File: config.mk
export PLATFORM = sky130hd
export DESIGN_NAME = xbee_api_rx
export DESIGN_NICKNAME = d
export VERILOG_FILES = /design/src/rtl/xbee_api_rx.sv
export SDC_FILE = /design/constraint.sdc
export NUM_CORES = 1
export LEC_CHECK = 0
export CORE_ASPECT_RATIO = 1.1
export CORE_UTILIZATION = 45
export DETAILED_ROUTE_END_ITERATION = 10
export GPL_ROUTABILITY_DRIVEN = 0
export PLACE_DENSITY = 0.56
export SYNTH_ARGS = -nofsm -noshare
export SYNTH_HDL_FRONTEND = slang
export SYNTH_SLANG_ARGS = --single-unit
export TNS_END_PERCENT = 10
File: constraint.sdc
create_clock -name FAB_CLK -period 8.3 [get_ports FAB_CLK]
set_clock_uncertainty 0.2 [all_clocks]
set_input_delay 0.83 -clock FAB_CLK [delete_from_list [all_inputs] [get_ports FAB_CLK]]
set_output_delay 0.83 -clock FAB_CLK [all_outputs]
set_load 0.03 [all_outputs]
File: src/rtl/xbee_api_rx.sv
// rtl/xbee_api_rx.sv - xBee API-mode UART receiver: 8N1 byte deserializer,
// 0x7E/length/checksum frame parser and a single-frame release buffer.
module xbee_api_rx #(
    parameter int BAUD_DIV = 347,
    parameter int MAX_LEN  = 32
) (
    input  logic       FAB_CLK,
    input  logic       M2F_RESET_N,
    input  logic       RX,
    output logic [7:0] FRAME_DATA,
    output logic       FRAME_VALID,
    input  logic       FRAME_READY,
    output logic       FRAME_LAST,
    output logic       FRAME_ERR,
    output logic       OVERRUN,
    output logic       BUSY
);

    localparam int CW = 16;
    localparam int PW = (MAX_LEN > 1) ? $clog2(MAX_LEN) : 1;

    typedef enum logic [1:0] {R_IDLE, R_START, R_DATA, R_STOP} rx_state_t;
    typedef enum logic [2:0] {F_HUNT, F_LEN_MSB, F_LEN_LSB, F_PAYLOAD, F_CSUM} fr_state_t;

    logic            rx_meta_q, rx_sync_q, rx_prev_q;
    rx_state_t       rx_state_q, rx_state_d;
    logic [CW-1:0]   baud_cnt_q, baud_cnt_d;
    logic [2:0]      bit_idx_q, bit_idx_d;
    logic [7:0]      shift_q, shift_d;
    logic            half_hit, full_hit, byte_stb, rx_ferr;

    fr_state_t       fr_state_q, fr_state_d;
    logic [7:0]      len_q, len_d;
    logic [7:0]      sum_q, sum_d;
    logic [PW-1:0]   wr_ptr_q, wr_ptr_d;
    logic [PW-1:0]   rd_ptr_q, rd_ptr_d;
    logic            full_q, full_d;
    logic            err_q, err_d;
    logic            ovr_q, ovr_d;
    logic            wr_en, commit, last_byte;
    logic [7:0]      csum_chk;
    logic [7:0]      mem [0:MAX_LEN-1];

    assign half_hit  = (baud_cnt_q == CW'(BAUD_DIV / 2 - 1));
    assign full_hit  = (baud_cnt_q == CW'(BAUD_DIV - 1));
    assign csum_chk  = sum_q + shift_q;
    assign last_byte = full_q && (8'(rd_ptr_q) == len_q - 8'd1);

    always_ff @(posedge FAB_CLK or negedge M2F_RESET_N) begin
        if (!M2F_RESET_N) begin
            rx_meta_q  <= 1'b1;
            rx_sync_q  <= 1'b1;
            rx_prev_q  <= 1'b1;
            rx_state_q <= R_IDLE;
            baud_cnt_q <= '0;
            bit_idx_q  <= '0;
            shift_q    <= '0;
            fr_state_q <= F_HUNT;
            len_q      <= '0;
            sum_q      <= '0;
            wr_ptr_q   <= '0;
            rd_ptr_q   <= '0;
            full_q     <= 1'b0;
            err_q      <= 1'b0;
            ovr_q      <= 1'b0;
        end else begin
            rx_meta_q  <= RX;
            rx_sync_q  <= rx_meta_q;
            rx_prev_q  <= rx_sync_q;
            rx_state_q <= rx_state_d;
            baud_cnt_q <= baud_cnt_d;
            bit_idx_q  <= bit_idx_d;
            shift_q    <= shift_d;
            fr_state_q <= fr_state_d;
            len_q      <= len_d;
            sum_q      <= sum_d;
            wr_ptr_q   <= wr_ptr_d;
            rd_ptr_q   <= rd_ptr_d;
            full_q     <= full_d;
            err_q      <= err_d;
            ovr_q      <= ovr_d;
        end
    end

    always_ff @(posedge FAB_CLK) begin
        if (wr_en) begin
            mem[wr_ptr_q] <= shift_q;
        end
    end

    // Byte receiver: start bit re-checked at its midpoint, then whole-bit steps.
    always_comb begin
        rx_state_d = rx_state_q;
        baud_cnt_d = baud_cnt_q + CW'(1);
        bit_idx_d  = bit_idx_q;
        shift_d    = shift_q;
        case (rx_state_q)
            R_IDLE: begin
                baud_cnt_d = '0;
                if (rx_prev_q && !rx_sync_q) begin
                    rx_state_d = R_START;
                end
            end
            R_START: begin
                if (half_hit) begin
                    baud_cnt_d = '0;
                    bit_idx_d  = '0;
                    rx_state_d = rx_sync_q ? R_IDLE : R_DATA;
                end
            end
            R_DATA: begin
                if (full_hit) begin
                    baud_cnt_d = '0;
                    shift_d    = {rx_sync_q, shift_q[7:1]};
                    bit_idx_d  = bit_idx_q + 3'd1;
                    if (bit_idx_q == 3'd7) begin
                        rx_state_d = R_STOP;
                    end
                end
            end
            R_STOP: begin
                if (full_hit) begin
                    baud_cnt_d = '0;
                    rx_state_d = R_IDLE;
                end
            end
            default: rx_state_d = R_IDLE;
        endcase
    end

    always_comb begin
        byte_stb = (rx_state_q == R_STOP) && full_hit && rx_sync_q;
        rx_ferr  = (rx_state_q == R_STOP) && full_hit && !rx_sync_q;
    end

    always_comb begin
        fr_state_d = fr_state_q;
        len_d      = len_q;
        sum_d      = sum_q;
        wr_ptr_d   = wr_ptr_q;
        wr_en      = 1'b0;
        commit     = 1'b0;
        err_d      = 1'b0;
        ovr_d      = 1'b0;
        if (byte_stb) begin
            if (shift_q == 8'h7E && fr_state_q != F_HUNT) begin
                err_d      = 1'b1;
                wr_ptr_d   = '0;
                fr_state_d = F_LEN_MSB;
            end else begin
                case (fr_state_q)
                    F_HUNT: begin
                        if (shift_q == 8'h7E) begin
                            fr_state_d = F_LEN_MSB;
                        end
                    end
                    F_LEN_MSB: begin
                        if (shift_q != 8'h00) begin
                            err_d      = 1'b1;
                            fr_state_d = F_HUNT;
                        end else begin
                            fr_state_d = F_LEN_LSB;
                        end
                    end
                    F_LEN_LSB: begin
                        if (shift_q == 8'h00 || shift_q > 8'(MAX_LEN)) begin
                            err_d      = 1'b1;
                            fr_state_d = F_HUNT;
                        end else if (full_q) begin
                            // Previous frame still draining: drop this one.
                            ovr_d      = 1'b1;
                            fr_state_d = F_HUNT;
                        end else begin
                            len_d      = shift_q;
                            sum_d      = 8'h00;
                            wr_ptr_d   = '0;
                            fr_state_d = F_PAYLOAD;
                        end
                    end
                    F_PAYLOAD: begin
                        wr_en    = 1'b1;
                        sum_d    = sum_q + shift_q;
                        wr_ptr_d = wr_ptr_q + PW'(1);
                        if (8'(wr_ptr_q) == len_q - 8'd1) begin
                            fr_state_d = F_CSUM;
                        end
                    end
                    F_CSUM: begin
                        if (csum_chk == 8'hFF) begin
                            commit = 1'b1;
                        end else begin
                            err_d = 1'b1;
                        end
                        wr_ptr_d   = '0;
                        fr_state_d = F_HUNT;
                    end
                    default: fr_state_d = F_HUNT;
                endcase
            end
        end else if (rx_ferr && fr_state_q != F_HUNT) begin
            err_d      = 1'b1;
            wr_ptr_d   = '0;
            fr_state_d = F_HUNT;
        end
    end

    always_comb begin
        full_d   = full_q;
        rd_ptr_d = rd_ptr_q;
        if (full_q && FRAME_READY) begin
            if (last_byte) begin
                full_d   = 1'b0;
                rd_ptr_d = '0;
            end else begin
                rd_ptr_d = rd_ptr_q + PW'(1);
            end
        end
        if (commit) begin
            full_d   = 1'b1;
            rd_ptr_d = '0;
        end
    end

    always_comb begin
        FRAME_VALID = full_q;
        FRAME_DATA  = full_q ? mem[rd_ptr_q] : 8'h00;
        FRAME_LAST  = last_byte;
        FRAME_ERR   = err_q;
        OVERRUN     = ovr_q;
        BUSY        = (fr_state_q != F_HUNT) || full_q;
    end

endmodule

# Word level (Yosys, flattened, before mapping)
# Memory sizes are Yosys's and may differ from the RTL's.
# Index checks and enable logic that the tools add are counted.
[word_totals]
register_bits = 64
mem_bits_rw = 256
word_cells = 141
n_memories = 1
[mem_list]
columns = ["name", "words", "width", "read_ports", "rd_clocked_by_memory_dff", "wr", "line_no", "source"]
rows = [
  ["mem", 32, 8, 1, 0, 1, "42", "logic [7:0] mem [0:MAX_LEN-1];"],
]
[classes]
add_sub_neg = 6
magnitude_cmp = 1
n_eq_ne = 26
muxes = 59
bitwise_logic = 3
reduce_logical = 30
[ops]
columns = ["cell", "n"]
rows = [
  ["$pmux W16 S3", 1],
  ["$mux W5", 8],
  ["$mux W16", 2],
  ["$mux W8", 3],
  ["$mux W1", 23],
  ["$mux W3", 7],
  ["$mux W2", 9],
  ["$add A16 B1 Y16 const B", 1],
  ["$eq A16 B8 Y1 const B", 1],
  ["$eq A16 B9 Y1 const B", 1],
  ["$eq A5 B8 Y1", 2],
  ["$ne A4 B4 Y1 const B", 4],
  ["$pmux W8 S2", 1],
  ["$pmux W5 S3", 1],
  ["$reduce_and A5 Y1", 3],
  ["$ne A2 B2 Y1 const B", 7],
  ["$pmux W3 S4", 1],
  ["$add A5 B1 Y5 const B", 2],
  ["$reduce_bool A2 Y1", 5],
  ["$add A8 B8 Y8", 1],
  ["$eq A8 B7 Y1 const B", 1],
  ["$eq A8 B8 Y1 const B", 1],
  ["$gt A8 B6 Y1 const B", 1],
  ["$logic_and A1 B1 Y1", 8],
  ["other kinds (23)", 31],
]

# Longest topological paths before layout
[depth]
word_depth = 8
ltp_mapped = 10

# Least setup slack after synthesis
# Ideal clock, no wire load.
[synth_path]
kind = "reg2out"
start = "register rd_ptr_q[0]"
end = "output port FRAME_DATA[0]"
t_arrival_ns = 2.207
slack_ns = 5.063
path_stages_with_launch = 7
path_buffers = 2
path_cell_list = "dfrtp_1 -> clkbuf_1 -> clkbuf_1 -> mux4_2 -> mux4_2 -> mux2i_1 -> nor2_1"
[synth_between]
elab_chain_len = 2
[synth_lines]
columns = ["element", "line_no", "source"]
rows = [
  ["start: declaration", "36", "logic [PW-1:0] rd_ptr_q, rd_ptr_d;"],
  ["start signal: assignment", "78", "rd_ptr_q <= rd_ptr_d;"],
  ["$mem_v2 Z32 W8", "n/a", ""],
  ["$mux W8", "226", "FRAME_DATA = full_q ? mem[rd_ptr_q] : 8'h00;"],
  ["end: declaration", "10", "output logic [7:0] FRAME_DATA,"],
]
# Every way passes these cells.

# Final worst setup path
[layout_path]
start = "register rd_ptr_q[0]"
end = "output port FRAME_DATA[1]"
# The elaborated chain is that of the path after synthesis.

==> flow_metrics.env <==
export IMPL_status="complete, no violations"
export IMPL_endpoint_kind="output pin"
export IMPL_p_seq_share_pct=53.9
export IMPL_synthesis_nets=860
export IMPL_dr_pass1_iters=7
export IMPL_max_slew_margin_pct=14.9
export IMPL_rsz0062_at_grt="no"
export IMPL_tritoncts="done"
export IMPL_yosysWarnings=0
export IMPL_cp_arrival_ps=4210
export IMPL_ys_seq_area_share_pct=67.4
export IMPL_start_util_pct=46.2
export IMPL_cap_viol_max_count=0
export IMPL_ios=17
export IMPL_period_share_pct=63.1
export IMPL_dieArea_sq_mm=0.0313
export IMPL_wirelength_um=30500
export IMPL_ctsResizeCount=0
export IMPL_cts_root_buf="clkbuf_16"
export IMPL_track_usage_pct=20.4
export IMPL_hold_viol_final=0
export IMPL_die_w_um=169
export IMPL_clock_sinks=320
export IMPL_synth_edf_count=256
export IMPL_vias=7490
export IMPL_coreArea_sq_mm=0.0298
export IMPL_fin_tns_setup_ps=0
export IMPL_min_period_ps=5240
export IMPL_fin_area_sq_mm=0.0155
export IMPL_wl_per_cell_um=23.5
export IMPL_drive_above_1_share_pct=19.7
export IMPL_grt_max_degree=69
export IMPL_drt_iter0_markers=761
export IMPL_chipHeight_um=186
export IMPL_slew_viol_final=0
export IMPL_crit_path_frequent_cell="mux4_2"
export IMPL_p_leak_nw=4.49
export IMPL_cp_slowest_cell="dfrtp_4"
export IMPL_num_rows=66
export IMPL_post_route_drc_count=0
export IMPL_ys_ff_latch=320
export IMPL_grt_pass1_vias=7852
export IMPL_clockBufferDepth=3
export IMPL_crit_type="reg2out"
export IMPL_detail_route_vias_per_cell=5.78
export IMPL_grt_antenna_before_repair=0
export IMPL_critPathMaxStageDelay_ps=910
export IMPL_synthCells=837
export IMPL_place_ws_ps=3510
export IMPL_cts_htree_levels=2
export IMPL_yosysUniqueCellTypes=69
export IMPL_num_nets_final=889
export IMPL_post_dp_cell_area_sq_mm=0.0144
export IMPL_synthArstFlopShare_pct=20.0
export IMPL_grt_pass1_wl_um=47300
export IMPL_fillers=2439
export IMPL_area_growth_syn_to_layout_pct=12.1
export IMPL_vdd_ir_drop_max_mv=0.154
export IMPL_power_density_mw_per_mm2=209
export IMPL_p_comb_share_pct=1.8
export IMPL_cts_setup_buffers=0
export IMPL_worstSetupStartpointType="register"
export IMPL_tightest_slew_ps=1270
export IMPL_dp_hpwl_um=18600
export IMPL_clkSlewWorstSetupHoldPaths_ps=60
export IMPL_postLayoutSetupSlackWorst_ps=3060
export IMPL_crit_fanout=37
export IMPL_cts_hold_buf=0
export IMPL_cts_buffers_inserted=35
export IMPL_grt_overflow_total=0
export IMPL_synth_area_sq_mm=0.0138
export IMPL_intPower_w=0.00257
export IMPL_n_antenna_cell=0
export IMPL_switching_share_pct=20.2
export IMPL_clkPwrFrac_pct=44.3
export IMPL_synth_ff_type="edfxtp_1"
export IMPL_switching_power_w=0.000651
export IMPL_critPathTopFamily="multiplexers"
export IMPL_hp_class="reg2reg"
export IMPL_syn_area_per_cell_sq_um=16.5
export IMPL_path_cells="buf_4, mux4_2, mux4_2, mux2i_1, nor2_1, clkdlybuf4s50_1"
export IMPL_final_antenna_net_count=0
export IMPL_finalSetupViolations=0
export IMPL_path_buf_inv=2
export IMPL_required_ps=7270
export IMPL_portBuffers=16
export IMPL_clock_latency_ps=510
export IMPL_max_freq_mhz=191
==> stage by stage <==
stage | instances | utilization [%] | total power, W | hold WS (ps)
after floorplan | 837 | - | 0.00181 | 145
after global placement | 1237 | 48.3 | 0.00183 | 147
after detailed placement | 1237 | 48.3 | 0.00183 | 155
after CTS | 1295 | 51.8 | 0.00326 | 155
after global routing | 1295 | 51.8 | 0.00332 | 166
final | 1295 | 51.8 | 0.00323 | 160
==> flip-flops by register name (all words and copies together) (netlist names), named ones only <==
| name | count |
|---|---|
| mem | 256 |
| baud_cnt_q | 16 |
| len_q | 8 |
| shift_q | 8 |
| sum_q | 8 |
| rd_ptr_q | 5 |
| wr_ptr_q | 5 |
| bit_idx_q | 3 |
| fr_state_q | 3 |
| FRAME_ERR | 1 |
| FRAME_VALID | 1 |
| OVERRUN | 1 |
| rx_meta_q | 1 |
| rx_prev_q | 1 |
| rx_state_q | 1 |
| rx_sync_q | 1 |
==> power by group through the flow <==
stage	sequential (W)	combinational [W]	clock, W
6_report	0.00174	0.0000580	0.00143
3_5_place_dp	0.00177	0.0000590	0
5_1_grt	0.00174	0.0000663	0.00152
2_1_floorplan	0.00176	0.0000456	0
3_3_place_gp	0.00177	0.0000560	0
4_1_cts	0.00174	0.0000592	0.00146
==> path summary, 6_finish.rpt <==
| kind | from | endpoint | slack, ps | depth (start not counted) |
|---|---|---|---|---|
| worst max-delay path | rd_ptr_q[0] | FRAME_DATA[1] | 3060 | 6 |
| worst min-delay path | rx_meta_q | rx_sync_q | 160 | 0 |
| worst max register to register | shift_q[0] | mem[31][5] | 4040 | 5 |
| worst min register to register | rx_meta_q | rx_sync_q | 160 | 0 |
| max in group asynchronous | M2F_RESET_N | rd_ptr_q[0] | 7000 | 2 |
| min in group asynchronous | M2F_RESET_N | baud_cnt_q[10] | 300 | 2 |
==> final cells by class <==
class / count / area [sq um] / area share (%)
multi-input cells: 457 / 4240 / 27.4
repair buffers: 32 / 275 / 1.78
flip-flops and latches: 320 / 9300 / 60.2
well taps: 408 / 510 / 3.30
inverters: 20 / 75.1 / 0.486
clock buffers: 46 / 980 / 6.34
clock inverters: 12 / 73.8 / 0.478
==> layer usage <==
layer,global-route usage [%],routed length (um)
met5,0,0
met4,5.78,649
met3,2.96,1380
met2,34.6,15200
met1,27.6,13300
==> synth_stat cells (all sizes together), types with 7 or more instances <==
cell type / instances / area, sq um
nor2: 75 / 284
mux2: 14 / 158
buf: 14 / 78.8
mux2i: 10 / 100
edfxtp: 256 / 7690
a21oi: 17 / 88.8
o21ai: 16 / 80.1
nand3: 20 / 100
nor2b: 7 / 43.8
mux4: 80 / 1800
xnor2: 12 / 105
inv: 20 / 75.1
or3: 8 / 50.1
clkbuf: 26 / 97.6
nor3: 12 / 65.1
nor4: 8 / 62.6
dfrtp: 61 / 1530
xor2: 16 / 140
nand2: 58 / 220
ha: 18 / 225
==> placed cells by master, fill, tap and decap left out, drive strengths merged, types with 4 or more instances in the layout <==
master | synthesis | layout
o21ai | 16 | 16
nor3 | 12 | 12
clkbuf | 26 | 46
inv | 20 | 21
clkinv | 0 | 9
a21oi | 17 | 17
mux2i | 10 | 10
xnor2 | 12 | 12
nor4 | 8 | 8
nand4 | 5 | 5
dfrtp | 61 | 61
xor2 | 16 | 16
nor4b | 4 | 4
ha | 18 | 18
and3 | 5 | 5
or3 | 8 | 8
buf | 14 | 17
nor3b | 5 | 5
nand4b | 4 | 4
nand2b | 4 | 4
nand3 | 20 | 20
mux2 | 14 | 14
clkdlybuf4s50 | 0 | 15
a21o | 6 | 6
nor2 | 75 | 75
nor2b | 7 | 7
o211ai | 5 | 5
mux4 | 80 | 80
edfxtp | 256 | 256
a31oi | 4 | 4
nand2 | 58 | 58
==> logic make-up after synthesis <==
group | Yosys count | synth area share (%)
multiplexers | 104 | 14.9
buffers and inverters | 60 | 1.82
flip-flops | 320 | 67.4
AO/OA/AOI/OAI | 77 | 3.93
adder cells (fa/ha/maj) | 19 | 1.78
XOR/XNOR | 28 | 1.78
AND/OR/NAND/NOR | 229 | 8.33
Note: power is estimated with default switching activity, not from simulation.
